<file path="src/rtl/msk_rnd_source.sv">
// Fresh-randomness source for masked gadgets: a bank of 32-bit Galois LFSR lanes.
// The lanes are seeded over a valid/ready port and warmed up before rnd is released.
module msk_rnd_source #(
  parameter int          d      = 2,
  parameter int          RND_W  = d*(d-1)/2,
  parameter int          WARMUP = 64,
  parameter logic [31:0] TAPS   = 32'hA300_0000
) (
  input  logic             clk,
  input  logic             rst,
  input  logic [31:0]      seed_in,
  input  logic             seed_valid,
  output logic             seed_ready,
  input  logic             reseed,
  input  logic             rnd_ready,
  output logic             rnd_valid,
  output logic [RND_W-1:0] rnd,
  output logic [1:0]       fsm_state
);

  localparam int K  = (RND_W + 31) / 32;
  localparam int LW = (K > 1) ? $clog2(K) : 1;
  localparam int WW = (WARMUP > 1) ? $clog2(WARMUP) : 1;

  typedef enum logic [1:0] {IDLE = 2'd0, LOAD = 2'd1, WARM = 2'd2, RUN = 2'd3} state_t;

  state_t          state;
  logic [32*K-1:0] lane_q;
  logic [LW-1:0]   load_cnt;
  logic [WW-1:0]   warm_cnt;

  function automatic logic [31:0] lfsr_step(input logic [31:0] s);
    lfsr_step = (s >> 1) ^ (s[0] ? TAPS : 32'h0);
  endfunction

  // Handshakes: a seed word moves on a rising edge where seed_valid && seed_ready;
  // an rnd word is consumed on a rising edge where rnd_valid && rnd_ready.
  // seed_ready and rnd_valid are registered and never depend on same-cycle inputs.
  always_ff @(posedge clk) begin
    if (rst) begin
      state      <= IDLE;
      lane_q     <= '0;
      load_cnt   <= '0;
      warm_cnt   <= '0;
      seed_ready <= 1'b0;
      rnd_valid  <= 1'b0;
    end else if (reseed) begin
      // Lanes keep their contents until overwritten by the new seeds.
      state      <= LOAD;
      load_cnt   <= '0;
      warm_cnt   <= '0;
      seed_ready <= 1'b1;
      rnd_valid  <= 1'b0;
    end else begin
      case (state)
        IDLE, LOAD: begin
          seed_ready <= 1'b1;
          rnd_valid  <= 1'b0;
          if (seed_valid && seed_ready) begin
            for (int k = 0; k < K; k++) begin
              if (load_cnt == LW'(k)) begin
                lane_q[32*k +: 32] <= (seed_in == 32'h0) ? 32'h0000_0001 : seed_in;
              end
            end
            if (load_cnt == LW'(K-1)) begin
              load_cnt   <= '0;
              seed_ready <= 1'b0;
              if (WARMUP > 0) begin
                state <= WARM;
              end else begin
                state     <= RUN;
                rnd_valid <= 1'b1;
              end
            end else begin
              load_cnt <= load_cnt + LW'(1);
              state    <= LOAD;
            end
          end
        end
        WARM: begin
          seed_ready <= 1'b0;
          for (int k = 0; k < K; k++) begin
            lane_q[32*k +: 32] <= lfsr_step(lane_q[32*k +: 32]);
          end
          if (warm_cnt == WW'(WARMUP-1)) begin
            warm_cnt  <= '0;
            state     <= RUN;
            rnd_valid <= 1'b1;
          end else begin
            warm_cnt <= warm_cnt + WW'(1);
          end
        end
        default: begin
          seed_ready <= 1'b0;
          rnd_valid  <= 1'b1;
          if (rnd_ready) begin
            for (int k = 0; k < K; k++) begin
              lane_q[32*k +: 32] <= lfsr_step(lane_q[32*k +: 32]);
            end
          end
        end
      endcase
    end
  end

  assign rnd       = lane_q[RND_W-1:0];
  assign fsm_state = state;

endmodule
</file>
<file path="config.mk">
export PLATFORM = sky130hd
export DESIGN_NAME = msk_rnd_source
export DESIGN_NICKNAME = d
export VERILOG_FILES = /design/src/rtl/msk_rnd_source.sv
export SDC_FILE = /design/constraint.sdc
export NUM_CORES = 1
export LEC_CHECK = 0
export ABC_AREA = 1
export CORE_MARGIN = 5
export CORE_UTILIZATION = 50
export DETAILED_ROUTE_END_ITERATION = 8
export PLACE_DENSITY = 0.79
export SYNTH_ARGS = -nofsm -noshare
export SYNTH_HDL_FRONTEND = slang
export SYNTH_SLANG_ARGS = --single-unit
</file>
<file path="constraint.sdc">
create_clock -name clk -period 1.5 [get_ports clk]
set_clock_uncertainty 0.05 [all_clocks]
set_input_delay 0.45 -clock clk [delete_from_list [all_inputs] [get_ports clk]]
set_output_delay 0.45 -clock clk [all_outputs]
set_load 0.02 [all_outputs]
</file>
Word level (Yosys, flattened, before mapping)
Index checks and enable logic that the tools add are counted.
{"block": "op_classes", "multipliers": 0, "reduce_logical": 12, "shifts": 0, "eq_ne": 8, "n_addsub": 2, "n_lt_le_gt_ge": 0, "n_div": 0, "mux": 19, "bitwise_logic": 2}
{"operator": "$mux W32", "n": 5}
{"operator": "$pmux W32 S2", "n": 1}
{"operator": "$logic_not A32 Y1", "n": 1}
{"operator": "$xor A31 B32 Y32", "n": 1}
{"operator": "$mux W1", "n": 7}
{"operator": "$add A6 B1 Y6 const B", "n": 1}
{"operator": "$eq A6 B6 Y1 const B", "n": 1}
{"operator": "$mux W2", "n": 3}
{"operator": "$mux W6", "n": 1}
{"operator": "$ne A2 B2 Y1 const B", "n": 3}
{"operator": "$ne A3 B3 Y1 const B", "n": 2}
{"operator": "$reduce_and A3 Y1", "n": 2}
{"operator": "$reduce_bool A3 Y1", "n": 2}
{"operator": "$pmux W2 S2", "n": 1}
{"operator": "$reduce_and A4 Y1", "n": 1}
{"operator": "$reduce_or A2 Y1", "n": 2}
{"operator": "$eq A2 B1 Y1 const B", "n": 1}
{"operator": "$eq A2 B2 Y1 const B", "n": 1}
{"operator": "$logic_not A2 Y1", "n": 1}
{"operator": "$pmux W1 S2", "n": 1}
{"operator": "$reduce_and A2 Y1", "n": 1}
{"operator": "$reduce_bool A2 Y1", "n": 1}
{"operator": "$add A1 B1 Y1 const B", "n": 1}
{"operator": "$logic_and A1 B1 Y1", "n": 1}
{"operator": "$not A1 Y1", "n": 1}
{"block": "totals", "ram_bits": 0, "reg_bits": 43, "mem_count": 0, "output_inout_bits": 5, "romBits": 0, "latch_bits": 0}

Longest topological paths before layout
{"block": "logic_depth", "word_depth": 5, "ltp_mapped": 8}

Worst setup path after synthesis
OpenSTA, ideal clock, no wires.
{"block": "synth_timing", "path_type": "flip-flop to flip-flop", "from": "register state[1] (netlist: fsm_state[1])", "to": "register lane_q[15]", "stages_incl_launch_ff": 8, "synth_period_minus_slack_ns": 1.366, "arrival_ns": 1.197, "slack_ns": 0.134, "path_cell_list": "dfxtp_1 buf_4 nand3b_1 nand3_4 inv_2 buf_6 o21ai_0 a21oi_1"}
{"block": "synth_between", "elab_chain_len": 4, "word_cells_on_any_way": 9}
{"element": "start: declaration", "line": "27", "rtl": "state_t state;"}
{"element": "start signal: assignment", "line": "41", "rtl": "state <= IDLE;"}
{"element": "start signal: assignment", "line": "49", "rtl": "state <= LOAD;"}
{"element": "start signal: assignment", "line": "69", "rtl": "state <= WARM;"}
{"element": "$eq A2 B1 Y1 or $logic_not A2 Y1 (tied branches)", "line": "55", "rtl": "case (state)"}
{"element": "$reduce_or A2 Y1", "line": "55"}
{"element": "$ne A2 B2 Y1 (no line) or $reduce_bool A3 Y1 (tied branches)"}
{"element": "$reduce_and A4 Y1 (no line)"}
{"element": "end signal: indexed assignment", "line": "62", "rtl": "lane_q[32*k +: 32] <= (seed_in == 32'h0) ? 32'h0000_0001 : seed_in;"}
{"element": "end signal: indexed assignment", "line": "83", "rtl": "lane_q[32*k +: 32] <= lfsr_step(lane_q[32*k +: 32]);"}
{"element": "end signal: indexed assignment", "line": "98", "rtl": "lane_q[32*k +: 32] <= lfsr_step(lane_q[32*k +: 32]);"}
{"element": "end: declaration", "line": "28", "rtl": "logic [32*K-1:0] lane_q;"}
Several ways; a longest one is shown, not always the timed one.
A chain may end at the register's enable or synchronous reset.

Worst setup path after layout
{"block": "layout_timing", "from": "input port seed_valid", "to": "register lane_q[16]"}
{"block": "layout_between", "elab_chain_len": 3}
{"element": "start: declaration", "line": "12", "rtl": "input logic seed_valid,"}
{"element": "$logic_and A1 B1 Y1", "line": "59", "rtl": "if (seed_valid && seed_ready) begin"}
{"element": "$ne A2 B2 Y1 (no line)"}
{"element": "$reduce_and A4 Y1 (no line)"}
Every way passes these cells.

==> qor.yml <==
die:
  die_x_um: 72.3
  coreArea_um2: 3720
  boundaryPins: 42
  fp-row-count: 22
  die_y_um: 72.3
  start_util_pct: 52.2
  die_area_um2: 5230
final_layout:
  antenna_cells: 0
  fin_util_pct: 73.0
  drive_above_1_share_pct: 13.4
  layout_common_cells: "a21oi_1 (65), nand2_1 (47), dfxtp_1 (42)"
  final_common_cell: "a21oi_1"
  syn_to_final_growth_pct: 39.8
  nNetsFinal: 368
  fill_cells: 315
  final_cells: 377
timing:
  relSlewSlack_pct: 82.2
  slew_viol_final: 0
  tns_ns: -0.0283
  worst_pin_slew_ns: 0.266
  period_needed_ns: 1.52
  timing.final.ws_setup_ns: -0.0206
  setup_viol: 3
  post-route-period-util_pct: 101
  hold_violations: 0
  fmax_mhz: 658
  rsz0062_at_grt: "yes"
clock_tree:
  clock-sinks: 42
  cts_buffers: 5
  cts_buffer_depth: 2
  worstSkewPairLatency_ns: 0.30
  root_buffer: "clkbuf_8"
  path_clk_slew_ns: 0.07
  cts_hold_buf: 0
  tritoncts: "built"
  cts_htree_levels: 2
setup_path:
  setup.worst_path.start_class: "input pin"
  cp-endpoint: "lane_q[16]"
  worstPathCellList: "clkdlybuf4s50_1 > nand2_2 > nand2_4 > nand3_4 > inv_6 > buf_12 > o21ai_0 > a21oi_1"
  worstSetupPathType: "in -> reg"
  crit_fanout: 6
  r2r_start: "fsm_state[1]"
  arrival_ns: 1.69
  cp-startpoint: "seed_valid"
  r2r_slack_ns: 0.02
  crit_required_ns: 1.67
  crit_path_end_kind: "flip-flop"
  slowest_stage: "clkdlybuf4s50_1"
  slowest_delay_ns: 0.48
  r2r_end: "lane_q[16]"
  ff2ff_path_depth: 7
global_routing:
  grtUsageTotal_pct: 19.6
  grt_pass1_vias: 1783
  grt_overflow: 0
  antenna_found_initial: 0
  grt_max_degree: 26
  grt_pass1_wl_mm: 7.98
synthesis:
  synthTopCellsByArea: "dfxtp_1 (43%), a21oi_1 (17%), nand2_1 (9.3%)"
  yosys.area.top_type: "dfxtp_1"
  ys_seq_elements: 42
  synth-edff-count: 0
  syn_area_per_cell_um2: 7.16
  synth_cell_type_count: 29
  yosysSeqAreaShare_pct: 43.3
  synth-main-ff-cell: "dfxtp_1"
  synth_top_area_share_pct: 43.3
  syn_nets: 309
  syn-instance-count: 271
  synthArstFlopShare_pct: 0
  yosysWarnings: 0
  netlist_area_um2: 1940
status:
  violations: "setup timing"
  status: "finished with violations"
power_and_ir_drop:
  power.density_nw_per_um2: 878
  cellLeakagePower_nw: 1.20
  ir_drop_uv: 540
place:
  place.gp.congestion: 0.837
  port_buffers: 41
  post-dp-hpwl_mm: 3.53
  placed_cells: 367
routing:
  first_iter_violations: 81
  viasPerCell: 5.49
  first_pass_iters: 4
  num_vias: 2068
  drc: 0
  ant_nets: 0
  wl_mm: 5.44
  wl_per_cell_um: 14.4
min_path:
  hold_path_class: "reg -> reg"
run:
  cap_viol_max_count: 0
[registers in the layout, indices dropped and copies added, names as in the netlist]
name	count
lane_q	32
warm_cnt	6
fsm_state	2
rnd_valid	1
seed_ready	1
[layout make-up]
cell class	count	area (um^2)	share of cell area, %
Tap cell	48	60.1	2.21
Timing Repair Buffer	68	708	26.1
Clock buffer	6	82.6	3.04
Inverter	13	56.3	2.07
Multi-Input combinational cell	200	966	35.6
Sequential cell	42	841	31.0
[layer usage]
layer	global-route usage, %	vias to the layer above	routed length [um]
met3	5.82	7	280
met4	6.26	0	66
li1	-	1032	-
met2	32.8	49	2740
met5	0	-	0
met1	24.1	980	2360
[where the power goes]
part,internal [mW],switching (mW),leakage [nW]
sequential,1.18,0.0350,0.344
clock,0.355,0.374,0.0431
combinational,0.234,0.208,0.814
[stage by stage]
step / setup slack (ns) / cell area [um^2] / total power, mW / hold slack, ns
finish: -0.0206 / 2710 / 2.38 / 0.470
global route: -0.0793 / 2710 / 2.48 / 0.485
CTS: 0.0103 / 2610 / 2.35 / 0.470
detailed placement: -0.299 / 2530 / 1.64 / 0.460
global placement: -0.245 / 2530 / 1.63 / 0.445
floorplan: 0.134 / 1940 / 1.43 / 0.429
[worst min path at each step]
| stage | endpoint | cells after the start | startpoint | slack, ns |
|---|---|---|---|---|
| floorplan | warm_cnt[5] | 2 | warm_cnt[5] | 0.43 |
| global placement | warm_cnt[1] | 2 | warm_cnt[1] | 0.44 |
| detailed placement | lane_q[24] | 2 | lane_q[24] | 0.46 |
| CTS | lane_q[5] | 2 | lane_q[5] | 0.47 |
| global route | lane_q[6] | 2 | lane_q[6] | 0.48 |
| finish | warm_cnt[4] | 2 | warm_cnt[4] | 0.47 |
[repair_timing]
action | in CTS | in global routing
setup buffers | 0 | 1
resized for setup | 6 | 15
setup endpoints to repair | 5 | 25
pin swaps | 0 | 1
cloned | 0 | 3
[critical path, delay by kind of cell]
kind                   cells  cell delay [ns]
and+or+nand+nor            3             0.25
buffers and inverters      3             0.73
AOI/OAI and AO/OA          2             0.25
[synth_stat cells (2+ instances only)]
cell type	number
buf_6	3
a21oi_1	66
clkbuf_1	8
o21ai_0	19
nor2_1	30
dfxtp_1	42
nor3_1	2
o21ai_1	20
nand2_1	48
inv_1	11
buf_2	4
[kinds of logic (layout without fill, tap and decap cells)]
kind of cell             count (synthesis)  in the layout  synth area share (%)
AO/OA/AOI/OAI                          108            108                  28.2
AND/OR/NAND/NOR                         89             89                  19.6
XOR/XNOR                                 2              2                 0.903
flip-flops                              42             42                  43.3
adder cells (fa/ha/maj)                  1              1                 0.645
buffers and inverters                   29             87                  7.35
No activity file was read; power rests on OpenSTA's default activity.
